$ cat config.mk
export PLATFORM = sky130hd
export DESIGN_NAME = phase_frequency_meter_flat
export DESIGN_NICKNAME = d
export VERILOG_FILES = /design/src/rtl/phase_frequency_meter_if.sv /design/src/rtl/phase_frequency_meter.sv /design/src/flat_wrapper.sv
export SDC_FILE = /design/constraint.sdc
export NUM_CORES = 1
export LEC_CHECK = 0
export ABC_AREA = 1
export CORE_UTILIZATION = 50
export CTS_BUF_LIST = sky130_fd_sc_hd__clkbuf_8
export DETAILED_ROUTE_END_ITERATION = 8
export PLACE_DENSITY = 0.79
export SLEW_MARGIN = 10
export SYNTH_ARGS = -nofsm -noshare
export SYNTH_HDL_FRONTEND = slang
export SYNTH_SLANG_ARGS = --single-unit
$ cat constraint.sdc
create_clock -name i_clk -period 3.3 [get_ports i_clk]
set_clock_uncertainty 0.05 [all_clocks]
set_input_delay 0.495 -clock i_clk [delete_from_list [all_inputs] [get_ports i_clk]]
set_output_delay 0.495 -clock i_clk [all_outputs]
set_load 0.01 [all_outputs]
$ cat src/rtl/phase_frequency_meter_if.sv
// Angle stream in, frequency readback out, for phase_frequency_meter.
// The master side is the generator/readback logic; the slave side is the meter.
interface phase_frequency_meter_if;
   logic [23:0] i_angle;
   logic        i_valid;
   logic [11:0] o_frequency;
   logic        o_freq_valid;
   logic        o_overflow;
   logic [23:0] o_step;

   modport master (
      output i_angle, i_valid,
      input  o_frequency, o_freq_valid, o_overflow, o_step
   );

   modport slave (
      input  i_angle, i_valid,
      output o_frequency, o_freq_valid, o_overflow, o_step
   );
endinterface

$ cat src/rtl/phase_frequency_meter.sv
// phase_frequency_meter: recovers the generated frequency from a 24-bit phase stream
// (2*pi = 2^24). It counts phase wraps over a gate window of GATE_CYCLES samples and
// reports wraps per window, saturated to 4095. Windows run back to back once seeded.
// Optional feature: define PHASE_FREQ_METER_STEP_EN to report the last phase increment
// on o_step. Without it o_step is tied to zero and no subtractor is built.
module phase_frequency_meter #(
   parameter int unsigned GATE_CYCLES = 50_000_000,
   parameter int unsigned CNT_W       = 26
) (
   input logic                    i_clk,
   input logic                    i_arst,
   phase_frequency_meter_if.slave bus
);

   typedef enum logic [3:0] {
      S_IDLE  = 4'b0001,
      S_SEED  = 4'b0010,
      S_GATE  = 4'b0100,
      S_LATCH = 4'b1000
   } state_t;

   // gate_cnt value during the sample that closes a window
   localparam logic [CNT_W-1:0] GATE_PRE = CNT_W'(GATE_CYCLES - 2);
   localparam logic [12:0]      WRAP_MAX = 13'd4096;

   state_t           state, state_nxt;
   logic [23:0]      prev;
   logic [CNT_W-1:0] gate_cnt;
   logic [12:0]      wrap_cnt;
   logic [12:0]      wrap_sum;
   logic             wrap;
   logic             gate_last;
   logic             seed, count, restart, latch;
   logic [11:0]      freq_q;
   logic             freq_valid_q;
   logic             overflow_q;

   assign wrap      = (bus.i_angle < prev);
   assign wrap_sum  = (wrap_cnt == WRAP_MAX) ? WRAP_MAX : wrap_cnt + {12'd0, wrap};
   assign gate_last = (gate_cnt == GATE_PRE);

   // state register
   always_ff @(posedge i_clk or posedge i_arst) begin
      if (i_arst) begin
         state <= S_IDLE;
      end else begin
         state <= state_nxt;
      end
   end

   // next state and datapath strobes; losing i_valid anywhere past idle abandons the window
   always_comb begin
      state_nxt = state;
      seed      = 1'b0;
      count     = 1'b0;
      restart   = 1'b0;
      latch     = 1'b0;
      case (state)
         S_IDLE: begin
            if (bus.i_valid) state_nxt = S_SEED;
         end
         S_SEED: begin
            if (!bus.i_valid) begin
               state_nxt = S_IDLE;
            end else begin
               seed      = 1'b1;
               state_nxt = S_GATE;
            end
         end
         S_GATE: begin
            if (!bus.i_valid) begin
               state_nxt = S_IDLE;
            end else begin
               count = 1'b1;
               if (gate_last) begin
                  latch     = 1'b1;
                  state_nxt = S_LATCH;
               end
            end
         end
         S_LATCH: begin
            if (!bus.i_valid) begin
               state_nxt = S_IDLE;
            end else begin
               restart   = 1'b1;
               state_nxt = S_GATE;
            end
         end
         default: state_nxt = S_IDLE;
      endcase
   end

   // previous sample, gate and wrap counters; the latch-cycle sample opens the next window
   always_ff @(posedge i_clk or posedge i_arst) begin
      if (i_arst) begin
         prev     <= '0;
         gate_cnt <= '0;
         wrap_cnt <= '0;
      end else if (seed) begin
         prev     <= bus.i_angle;
         gate_cnt <= '0;
         wrap_cnt <= '0;
      end else if (count) begin
         prev     <= bus.i_angle;
         gate_cnt <= gate_cnt + 1'b1;
         wrap_cnt <= wrap_sum;
      end else if (restart) begin
         prev     <= bus.i_angle;
         gate_cnt <= '0;
         wrap_cnt <= {12'd0, wrap};
      end
   end

   // result registers, loaded on the edge that takes the window's last sample so the
   // pulse and the new value appear together during the latch state
   always_ff @(posedge i_clk or posedge i_arst) begin
      if (i_arst) begin
         freq_q       <= '0;
         freq_valid_q <= 1'b0;
         overflow_q   <= 1'b0;
      end else begin
         freq_valid_q <= latch;
         if (latch) begin
            freq_q     <= wrap_sum[12] ? 12'hFFF : wrap_sum[11:0];
            overflow_q <= wrap_sum[12];
         end
      end
   end

   assign bus.o_frequency  = freq_q;
   assign bus.o_freq_valid = freq_valid_q;
   assign bus.o_overflow   = overflow_q;

`ifdef PHASE_FREQ_METER_STEP_EN
   // a - b as a + ~b + 1 with 4-bit groups and lookahead carries between groups
   function automatic logic [23:0] cla_sub24(input logic [23:0] a, input logic [23:0] b);
      logic [23:0] x, g, p, c;
      logic [5:0]  gg, gp, gc;
      x = ~b;
      g = a & x;
      p = a ^ x;
      for (int unsigned k = 0; k < 6; k++) begin
         gg[k] = g[4*k+3]
               | (p[4*k+3] & g[4*k+2])
               | (p[4*k+3] & p[4*k+2] & g[4*k+1])
               | (p[4*k+3] & p[4*k+2] & p[4*k+1] & g[4*k]);
         gp[k] = &p[4*k +: 4];
      end
      gc[0] = 1'b1;
      for (int unsigned k = 0; k < 5; k++) begin
         gc[k+1] = gg[k] | (gp[k] & gc[k]);
      end
      for (int unsigned k = 0; k < 6; k++) begin
         c[4*k] = gc[k];
         for (int unsigned j = 0; j < 3; j++) begin
            c[4*k+j+1] = g[4*k+j] | (p[4*k+j] & c[4*k+j]);
         end
      end
      return p ^ c;
   endfunction

   logic [23:0] step_q;
   logic [23:0] diff;

   assign diff = cla_sub24(bus.i_angle, prev);

   // phase increment of each valid counted sample; holds otherwise
   always_ff @(posedge i_clk or posedge i_arst) begin
      if (i_arst) begin
         step_q <= '0;
      end else if (count || restart) begin
         step_q <= diff;
      end
   end

   assign bus.o_step = step_q;
`else
   assign bus.o_step = '0;
`endif

endmodule
$ cat src/flat_wrapper.sv
// flat-port wrapper written by rule: the top's interface ports become plain ports
module phase_frequency_meter_flat 
#(
   parameter int unsigned GATE_CYCLES = 50_000_000,
   parameter int unsigned CNT_W       = 26
)
  (i_clk, i_arst, bus_i_angle, bus_i_valid, bus_o_frequency, bus_o_freq_valid, bus_o_overflow, bus_o_step);
  phase_frequency_meter_if bus_i ();
  input logic i_clk;
  input logic i_arst;
  input wire logic [$bits(bus_i.i_angle)-1:0] bus_i_angle;
  input wire logic [$bits(bus_i.i_valid)-1:0] bus_i_valid;
  output wire logic [$bits(bus_i.o_frequency)-1:0] bus_o_frequency;
  output wire logic [$bits(bus_i.o_freq_valid)-1:0] bus_o_freq_valid;
  output wire logic [$bits(bus_i.o_overflow)-1:0] bus_o_overflow;
  output wire logic [$bits(bus_i.o_step)-1:0] bus_o_step;
  assign bus_i.i_angle = bus_i_angle;
  assign bus_i.i_valid = bus_i_valid;
  assign bus_o_frequency = bus_i.o_frequency;
  assign bus_o_freq_valid = bus_i.o_freq_valid;
  assign bus_o_overflow = bus_i.o_overflow;
  assign bus_o_step = bus_i.o_step;
  phase_frequency_meter #(.GATE_CYCLES(GATE_CYCLES), .CNT_W(CNT_W)) u_core (.i_clk(i_clk), .i_arst(i_arst), .bus(bus_i));
endmodule
# Word level (Yosys, flattened, before mapping)
# Cells that the tools add are included.
[totals]
in_bits = 27
output_inout_bits = 38
reg_bits = 81
wordCells = 44
[op_classes]
n_mux = 23
n_eq_ne = 8
n_reduce_logical = 3
n_lt_le_gt_ge = 1
addsub = 2
[op_table]
columns = ["operator", "count"]
rows = [
  ["$mux 26", 3],
  ["$mux 24", 3],
  ["$mux 13", 4],
  ["$add 26x1->26 const B", 1],
  ["$eq 26x26->1 const B", 1],
  ["$lt 24x24->1", 1],
  ["$add 13x1->13", 1],
  ["$eq 13x13->1 const B", 1],
  ["$mux 12", 1],
  ["$mux 4", 3],
  ["$pmux 4 s3", 1],
  ["$mux 1", 7],
  ["$eq 4x1->1 const B", 1],
  ["$eq 4x2->1 const B", 1],
  ["$eq 4x3->1 const B", 1],
  ["$eq 4x4->1 const B", 1],
  ["$mux 3", 1],
  ["$ne 3x2->1 const B", 1],
  ["$reduce_bool 3->1", 1],
  ["$ne 2x2->1 const B", 1],
  ["$reduce_and 2->1", 1],
  ["$reduce_or 2->1", 1],
]

# Logic depth before layout (Yosys ltp)
# Gate-level depths: netlist (run 1).
[depth]
word_depth = 5
depth_mapped = 22
ltp_nobuf = 22

# Worst setup path before layout (run 1)
# Ideal clock, no wire load.
[synth_path]
kind = "in2reg"
from = "input port bus_i_angle[15]"
to = "register u_core.freq_q[11] (netlist: u_core.bus.o_frequency[11])"
setup_time_ns = 0.116
stages = 18
t_required_ns = 3.134
path_slack_ns = 0.679
path_buffers = 0
arrival_time_ns = 2.454
cell_sequence = "ha_1 a21o_1 nor2_1 nand2_1 a21oi_1 nand2_1 inv_1 ha_1 ha_1 nand2_1 nor2_1 nand3_1 nand2_1 nand2_1 inv_2 nand2_1 nand2_1 nand2_1"
[synth_via]
elab_chain_cells = 4
[synth_rtl]
columns = ["item", "line", "source"]
rows = [
  ["from (decl)", "flat_wrapper.sv:11", "input wire logic [$bits(bus_i.i_angle)-1:0] bus_i_angle;"],
  ["$lt 24x24->1", "phase_frequency_meter.sv:38", "assign wrap = (bus.i_angle < prev);"],
  ["$add 13x1->13", "phase_frequency_meter.sv:39", "assign wrap_sum = (wrap_cnt == WRAP_MAX) ? WRAP_MAX : wrap_cnt + {12'd0, wrap};"],
  ["$mux 13", "phase_frequency_meter.sv:39", ""],
  ["$mux 12", "phase_frequency_meter.sv:124", "freq_q <= wrap_sum[12] ? 12'hFFF : wrap_sum[11:0];"],
  ["to (signal assigned)", "phase_frequency_meter.sv:124", ""],
  ["to (decl)", "phase_frequency_meter.sv:34", "logic [11:0] freq_q;"],
]
# No other way between the ends.
# A chain may end at the register's enable or synchronous reset.

# Worst setup path in the final report (run 1)
[layout_path]
from = "input port bus_i_angle[21]"
to = "register u_core.freq_q[10] (netlist: u_core.bus.o_frequency[10])"
# Same word-level chain as after synthesis.

==> results of run 1 <==
area by class of cell:
cell class / instances / area (µm²) / share of cell area
Timing Repair Buffer: 46 / 458 / 0.0818
Clock buffer: 9 / 124 / 0.0221
Clock inverter: 7 / 38.8 / 0.00693
Inverter: 96 / 363 / 0.0648
Sequential cell: 81 / 2030 / 0.362
Multi-Input combinational cell: 457 / 2420 / 0.432
Tap cell: 133 / 166 / 0.0297
state kept, by name, summed over array words and instances, names as in the netlist:
| signal | count |
|---|---|
| u_core.gate_cnt | 26 |
| u_core.prev | 24 |
| u_core.wrap_cnt | 13 |
| u_core.bus.o_frequency | 12 |
| u_core.state | 4 |
| u_core.bus.o_freq_valid | 1 |
| u_core.bus.o_overflow | 1 |
worst max path at each step:
stage,startpoint,end,slack (ns),cells after the start
4_1_cts,bus_i_angle[5],u_core.bus.o_frequency[7],0.39,21
3_5_place_dp,bus_i_angle[5],u_core.bus.o_frequency[5],0.006,21
2_1_floorplan,i_arst,u_core.bus.o_freq_valid,0.68,1
5_1_grt,bus_i_angle[9],u_core.bus.o_frequency[10],0.09,21
3_3_place_gp,bus_i_angle[15],u_core.bus.o_frequency[10],0.08,18
6_report,bus_i_angle[21],u_core.bus.o_frequency[10],0.37,18
worst max-delay path, cell delays in order:
cell	delay, ns
clkdlybuf4s50_1	0.45
ha_1	0.33
a21oi_1	0.14
nor2_1	0.05
nor2_1	0.08
nand2_1	0.06
a21oi_1	0.11
nand2_1	0.09
inv_1	0.06
ha_1	0.16
ha_1	0.18
nand2_1	0.06
nor2_1	0.10
buf_4	0.14
nand2_1	0.09
o21ai_0	0.25
a21oi_1	0.13
o21ai_0	0.18
layer usage:
metal | global-route usage | part of all wire | vias to the layer above
met3 | 0.0424 | 0.059 | 26
met5 | 0 | 0 | -
li1 | - | - | 2143
met4 | 0.100 | 0.019 | 0
met1 | 0.305 | 0.45 | 2062
met2 | 0.390 | 0.47 | 149
cell usage after synthesis (all sizes together) (3+ instances only):
master / instances / area (µm²)
nor3: 23 / 141
inv: 95 / 357
nor2: 41 / 199
nand2: 166 / 636
xor2: 10 / 87.6
o21ai: 58 / 290
buf: 35 / 251
ha: 27 / 338
a21oi: 22 / 110
nand4: 17 / 128
nand3: 48 / 250
dfrtp: 80 / 2000
o22ai: 10 / 62.6
clkbuf: 3 / 11.3
power by group:
part | switching [mW] | internal, mW
sequential | 0.202 | 1.28
combinational | 0.724 | 0.434
clock | 0.378 | 0.267
total | 1.30 | 1.98
kinds of logic after synthesis:
kind of cell    synth area share
other cells             0.000753
buf+inv                    0.125
compound gates            0.0975
fa+ha+maj                 0.0678
flops                      0.407
simple gates               0.280
xor+xnor                  0.0193
mux                      0.00201
stage by stage:
stage,cell area [µm²],hold WS (ns),std cells,utilization
after floorplan,5070,0.403,672,-
after global placement,5430,0.416,813,0.558
after detailed placement,5430,0.417,813,0.558
after CTS,5600,0.439,829,0.575
after global routing,5600,0.452,829,0.575
final,5600,0.437,829,0.575
placed cells by master (no fill, tap or decap), types with 2 or more instances in the layout:
cell type,n
o21ai_0,54
buf_4,5
dfrtp_1,80
nor3_1,19
inv_1,89
xor2_1,10
nand3_1,46
o21ai_1,4
nand2_1,160
a21o_1,2
nor3_2,3
a21oi_1,22
clkdlybuf4s50_1,40
o22ai_1,10
nor2_4,6
conb_1,24
inv_2,7
nand4_1,15
clkinv_2,5
nand2_2,6
nor3b_1,2
nand3_2,2
ha_1,27
clkbuf_8,9
nor2_1,35
==> qor.yml, run 1 <==
drv_slew: 0
syn_area_um2: 4980
synth_top_flop_cell: "dfrtp_1"
async_flop_share: 1.00
viasPerCell: 5.28
peakVddDrop_uv: 344
fin_crit_ns: 2.93
dieHeight_um: 102
max_slew.worst_pin.slew_ns: 0.506
cts_resized: 0
dp_hpwl_um: 8270
synthCells: 649
clock_path_buffers: 2
status: "finished clean"
grt_max_degree: 82
vias: 4380
die_area_um2: 10400
grt_pass1_wl_um: 18900
cts_tree: "yes"
drive_gt1_frac: 0.0733
crit_arrival_ns: 3.16
cts_setup_buffers: 0
slew_headroom: 0.662
period_share: 0.888
drv_cap: 0
grt_usage: 0.236
dpl_worst_slack_ns: 0.00599
pin_count: 65
dieWidth_um: 102
overflow: 0
reg2reg_from: "u_core.prev[15]"
fillCellCount: 917
rrSetupSlack_ns: 0.58
drc: 0
cp_max_fo: 5
min_to: "u_core.bus.o_frequency[9]"
nets: 745
drt_pass1_iterations: 5
path_class: "primary input to flop"
ys_ff_latch: 81
cts_hold_buf: 0
core_area_um2: 9730
cp_data_required_time_ns: 3.53
cts_buffers: 9
path_clk_slew_ns: 0.09
wire_per_inst_um: 13.5
antenna_found_initial: 0
root_buffer: "clkbuf_8"
setup_slack_ns: 0.370
drtIter0Drc: 256
core.rowCount: 36
hold_depth: 2
io_buffers: 40
fin_tns_setup_ns: 0
setup_violations: 0
cts_sinks: 81
power_density_nw_per_um2: 588
yosysUniqueCellTypes: 37
synth-edff-count: 0
clock_latency_ns: 0.37
synth_warnings: 0
hold_path_class: "flop to flop"
power_mw: 3.29
final_antenna_net_count: 0
grt_pass1_vias: 4215
rsz0062_at_grt: "false"
gp_congestion: 0.936
wl_um: 11200
fmax_ghz: 0.341
reg2reg_depth: 17
reg2reg_to: "u_core.bus.o_frequency[10]"
diodes: 0
hold_violations: 0
synth-seq-area-share: 0.407
start_util: 0.512
htreeDepth: 3
cp-end-kind: "flop"
hp-start: "u_core.bus.o_frequency[9]"
syn_area_per_cell_um2: 7.67
critPathLaunchType: "primary input"
area_delta_synth_final_pct: 12.3
p_leak_nw: 2.72
Note: power is estimated with default switching activity, not from simulation.
==> inputs of run 2 (changes only) <==
--- a/config.mk
+++ b/config.mk
@@ -9,6 +9,7 @@
 export CORE_UTILIZATION = 50
 export CTS_BUF_LIST = sky130_fd_sc_hd__clkbuf_8
 export DETAILED_ROUTE_END_ITERATION = 8
+export MAX_ROUTING_LAYER = met4
 export PLACE_DENSITY = 0.79
 export SLEW_MARGIN = 10
 export SYNTH_ARGS = -nofsm -noshare
==> qor.yml, run 2 (synthesized netlist as in run 1, its figures left out) <==
overflow: 0  # unchanged
max_slew.worst_pin.slew_ns: 0.618  # +0.112 ns
grt_usage: 0.243  # +0.00776
diodes: 0  # unchanged
sw_frac_of_total: 0.387  # -0.00923
antenna_found_initial: 0  # unchanged
clock_path_buffers: 2  # unchanged
reg2reg_depth: 19  # +2
dieHeight_um: 102  # unchanged
mostFrequentLayoutCells: "nand2_1, inv_1, dfrtp_1, o21ai_0, nand3_1"
cts_sinks: 81  # unchanged
die_area_um2: 10400  # unchanged
grt_pass1_vias: 4212  # -0.071%
multi_input_area_um2: 2420  # +0.10%
cts_hold_buf: 0  # unchanged
cts_buffers: 9  # unchanged
core_area_um2: 9730  # unchanged
clock_latency_ns: 0.36  # about the same
slew_headroom: 0.588  # -0.0744
rsz0062_at_grt: "false"
layout.cells.non_filler: 828  # -0.12%
largestRegisters: "u_core.gate_cnt: 26 flops, u_core.prev: 24 flops, u_core.wrap_cnt: 13 flops"
clockPowerShare: 0.207  # +0.011
setup_slack_ns: 0.429  # +0.0587 ns
path_clk_slew_ns: 0.08  # about the same
mostFrequentLayoutCell: "nand2_1"
dp.cells: 813  # unchanged
setup_violations: 0  # unchanged
peakVddDrop_uv: 299  # -13%
cp-end-kind: "flop"
cts_tree: "yes"
viasPerCell: 5.26  # -0.52%
period_share: 0.870  # -0.0178
nets: 745  # unchanged
p_seq_frac: 0.447  # -0.005
drv_cap: 0  # unchanged
io_buffers: 40  # unchanged
hold_path_class: "flop to flop"
gp_congestion: 0.919  # -1.8%
fmax_ghz: 0.348  # +2.0%
core.rowCount: 36  # unchanged
drv_slew: 0  # unchanged
hold_violations: 0  # unchanged
final_antenna_net_count: 0  # unchanged
p_int_mw: 2.03  # +2.3%
pin_count: 65  # unchanged
hold_depth: 2  # unchanged
wl_um: 11200  # -0.27%
path_class: "primary input to flop"
area_delta_synth_final_pct: 12.7
cp_max_fo: 9  # +4
dpl_worst_slack_ns: -0.0170  # -0.0230 ns
top_register: "u_core.gate_cnt"
cp_data_required_time_ns: 3.51  # -0.02 ns
drive_gt1_frac: 0.0748  # +0.00154
fillCellCount: 914  # -0.33%
power_density_nw_per_um2: 590  # +0.38%
dp_hpwl_um: 8310  # +0.39%
start_util: 0.512  # unchanged
crit_arrival_ns: 3.08  # -0.08 ns
drt_pass1_iterations: 5  # unchanged
fin_crit_ns: 2.87  # -0.0587 ns
root_buffer: "clkbuf_8"
status: "finished clean"
wire_per_inst_um: 13.5  # -0.15%
p_switching_mw: 1.28  # -1.6%
grt_max_degree: 49  # -40%
critPathLaunchType: "primary input"
htreeDepth: 3  # unchanged
largest_reg_flops: 26  # unchanged
power_mw: 3.31  # +0.73%
p_leak_nw: 2.72  # about the same
seqCellArea_um2: 2030  # unchanged
comb_power_share: 0.346  # -0.006
vias: 4352  # -0.64%
dieWidth_um: 102  # unchanged
drtIter0Drc: 296  # +16%
drc: 0  # unchanged
grt_pass1_wl_um: 19000  # +0.48%
[run 2: final timing paths]
check                                               start                    endpoint  slack, ns
worst max register to register            u_core.prev[15]  u_core.bus.o_frequency[11]       0.65
worst min-delay path            u_core.bus.o_frequency[8]   u_core.bus.o_frequency[8]       0.43
worst max-delay path                      bus_i_angle[19]  u_core.bus.o_frequency[11]       0.43
max in group asynchronous                          i_arst             u_core.state[0]       2.03
worst min register to register  u_core.bus.o_frequency[8]   u_core.bus.o_frequency[8]       0.43
min in group asynchronous                          i_arst             u_core.prev[18]       0.46
[run 2: through the flow]
step | utilization | cell area, µm² | hold WS, ns | setup TNS [ns]
after floorplan | - | 5070 | 0.403 | 0
after global placement | 0.558 | 5430 | 0.414 | 0
after detailed placement | 0.558 | 5430 | 0.416 | -0.0638
after CTS | 0.577 | 5610 | 0.438 | 0
after global routing | 0.577 | 5620 | 0.460 | 0
final | 0.577 | 5620 | 0.431 | 0
[run 2: what timing repair did]
action | CTS | global route
setup buffers | 0 | 0
gates resized for setup | 0 | 1
endpoints found under the setup margin | 0 | 7
endpoints found under the hold margin | 0 | 0
[run 2: layout make-up]
cell class,count,share of cell area
multi-input combinational,457,0.431
sequential,81,0.361
timing repair buffer,46,0.0816
inverter,96,0.0646
tap,133,0.0296
clock buffer,11,0.0270
clock inverter,4,0.00512
[run 2: power by group through the flow]
stage | registers, mW | logic [mW] | clock network [mW]
detailed placement | 1.49 | 1.14 | 0
global route | 1.52 | 1.33 | 0.739
global placement | 1.49 | 1.08 | 0
finish | 1.48 | 1.15 | 0.684
CTS | 1.48 | 1.15 | 0.696
floorplan | 1.44 | 0.880 | 0
[run 2: per-layer routing]
metal	GRT usage	wire length, µm	share of wire
met5	-	0	0
met4	0.109	219	0.020
met3	0.0335	455	0.041
met2	0.379	5190	0.47
met1	0.318	5290	0.47
[run 2: critical path, stage by stage]
cell and delay (ns):
clkdlybuf4s50_1 0.44, ha_1 0.33, nand2_1 0.07, inv_1 0.05
nand2_1 0.06, nand2_1 0.04, nand2_1 0.07, nand2_1 0.05
a21oi_1 0.12, nand2_1 0.09, inv_1 0.06, ha_1 0.15
ha_1 0.18, nand2_1 0.08, nor2_2 0.16, nand3_1 0.10
nand2_1 0.07, nand2_1 0.11, inv_2 0.15, nand2_1 0.08
nand2_1 0.07, nand2_1 0.04
==> inputs of run 3 (changes only) <==
==> constraint.sdc (replaced) <==
create_clock -name i_clk -period 3.51 [get_ports i_clk]
set_clock_uncertainty 0.05 [all_clocks]
set_input_delay 0.5265 -clock i_clk [delete_from_list [all_inputs] [get_ports i_clk]]
set_output_delay 0.5265 -clock i_clk [all_outputs]
set_load 0.01 [all_outputs]
==> qor.yml, run 3 (synthesized netlist as in run 1, its figures left out) <==
cts_hold_buf: 0  # unchanged
diodes: 0  # unchanged
grt_max_degree: 44  # -10%
critPathMaxStageDelay_ns: 0.45  # about the same
io_buffers: 40  # unchanged
hold_violations: 0  # unchanged
drv_slew: 0  # unchanged
power_density_nw_per_um2: 553  # -6.3%
clock_latency_ns: 0.36  # about the same
drc: 0  # unchanged
cts_sinks: 81  # unchanged
grt_usage: 0.248  # +0.00435
whs_ns: 0.435  # +0.00410 ns
hold_path_class: "flop to flop"
core_area_um2: 9730  # unchanged
slew_headroom: 0.504  # -0.0834
grt_pass1_vias: 4115  # -2.3%
multi_input_area_um2: 2420  # -0.10%
gp_congestion: 0.894  # -2.7%
max_slew.worst_pin.slew_ns: 0.743  # +0.125 ns
top_register: "u_core.gate_cnt"
grt_pass1_wl_um: 19300  # +1.4%
cp_slowest_cell: "clkdlybuf4s50_1"
dr_wl_met3_um: 576  # +27%
cts_tree: "yes"
peakVddDrop_uv: 279  # -6.5%
nets: 744  # -0.13%
drtIter0Drc: 180  # -39%
wire_per_inst_um: 13.5  # +0.57%
htreeDepth: 3  # unchanged
fillCellCount: 917  # +0.33%
setup_violations: 0  # unchanged
p_leak_nw: 2.70  # -0.63%
period_share: 0.881
drive_gt1_frac: 0.0748  # unchanged
path_clk_slew_ns: 0.09  # about the same
cts_resized: 0  # unchanged
dieHeight_um: 102  # unchanged
start_util: 0.512  # unchanged
critPathLaunchType: "primary input"
fmax_ghz: 0.323
largest_reg_flops: 26  # unchanged
seqCellArea_um2: 2030  # unchanged
wl_met2_um: 5510  # +6.2%
cts_setup_buffers: 0  # unchanged
dieWidth_um: 102  # unchanged
area_delta_synth_final_pct: 12.2
final_antenna_net_count: 0  # unchanged
crit_buf_inv: 2  # -2
pin_count: 65  # unchanged
mostFrequentLayoutCell: "nand2_1"
status: "finished clean"
wl_um: 11200  # +0.57%
m1WireLength_um: 5000  # -5.4%
crit_top_cell: "nand2_1"
die_area_um2: 10400  # unchanged
cp_data_required_time_ns: 3.74  # +0.23 ns
utilization: 0.574  # -0.00283
fin_crit_ns: 3.09
mostFrequentLayoutCells: "nand2_1, inv_1, dfrtp_1, o21ai_0, nand3_1"
drt_pass1_iterations: 5  # unchanged
path_class: "primary input to flop"
crit_family: "compound AO/OA/AOI/OAI gates"
highest_layer: "met4"
cp-end-kind: "flop"
fin_tns_setup_ns: 0  # unchanged
core.rowCount: 36  # unchanged
root_buffer: "clkbuf_8"
clock_path_buffers: 2  # unchanged
viasPerCell: 5.19  # -1.2%
dp_hpwl_um: 8490  # +2.3%
rsz0062_at_grt: "false"
crit_arrival_ns: 3.32  # +0.24 ns
cp_max_fo: 5  # -4
drv_cap: 0  # unchanged
antenna_found_initial: 0  # unchanged
overflow: 0  # unchanged
vias: 4301  # -1.2%
largestRegisters: "u_core.gate_cnt: 26 flops, u_core.prev: 24 flops, u_core.wrap_cnt: 13 flops"
crit_chain: "clkdlybuf4s50_1, ha_1, a21oi_1, nor2_1, nor2_1, nand2_1, a21oi_1, nand2_1, inv_1, ha_1, ha_1, nand2_1, nor2_1, nand2_1, o21ai_0, a21oi_1, o21ai_0"
cts_buffers: 9  # unchanged
==> run 3: changes by cell type in the layout (fill, tap and decap cells not counted), sizes merged <==
cell	previous run	this run
clkinvlp	1	2
inv	96	97
clkinv	3	4
buf	6	5
clkbuf	11	9
==> run 3: worst min-delay path, delay by kind of cell (launching register included) <==
kind / cells / cell delay [ns]
DFF: 1 / 0.35
and+or+nand+nor: 2 / 0.10
==> run 3: final timing paths <==
check	from	end	slack, ns	cells past startpoint
worst max-delay path	bus_i_angle[21]	u_core.bus.o_frequency[10]	0.42	17
worst min-delay path	u_core.bus.o_frequency[8]	u_core.bus.o_frequency[8]	0.43	2
worst max register to register	u_core.prev[15]	u_core.bus.o_frequency[10]	0.68	16
worst min register to register	u_core.bus.o_frequency[8]	u_core.bus.o_frequency[8]	0.43	2
max in group asynchronous	i_arst	u_core.prev[0]	2.08	3
min in group asynchronous	i_arst	u_core.prev[19]	0.53	2
==> run 3: through the flow <==
| step | worst slack (ns) | total power, mW | cells | area (µm²) |
|---|---|---|---|---|
| floorplan | 0.855 | 2.18 | 672 | 5070 |
| global placement | 0.158 | 2.41 | 812 | 5410 |
| detailed placement | 0.0528 | 2.48 | 812 | 5410 |
| CTS | 0.434 | 3.11 | 828 | 5590 |
| global route | 0.0526 | 3.37 | 828 | 5590 |
| finish | 0.416 | 3.09 | 828 | 5590 |
==> run 3: layer usage <==
metal  vias to the layer above  GRT usage
li1                       2141          -
met1                      2017      0.319
met2                       129      0.402
met3                        14     0.0404
met4                         0     0.0769
met5                         -          -
==> run 3: final cells by class <==
class,instances,area share
Clock buffer,9,0.0222
Clock inverter,7,0.00918
Inverter,96,0.0649
Multi-Input combinational cell,457,0.433
Sequential cell,81,0.363
Tap cell,133,0.0298
Timing Repair Buffer,45,0.0784
==> run 3: where the power goes <==
part | total [mW] | internal (mW) | switching [mW]
clock network | 0.624 | 0.262 | 0.362
logic | 1.07 | 0.399 | 0.668
registers | 1.40 | 1.21 | 0.193
total | 3.09 | 1.87 | 1.22
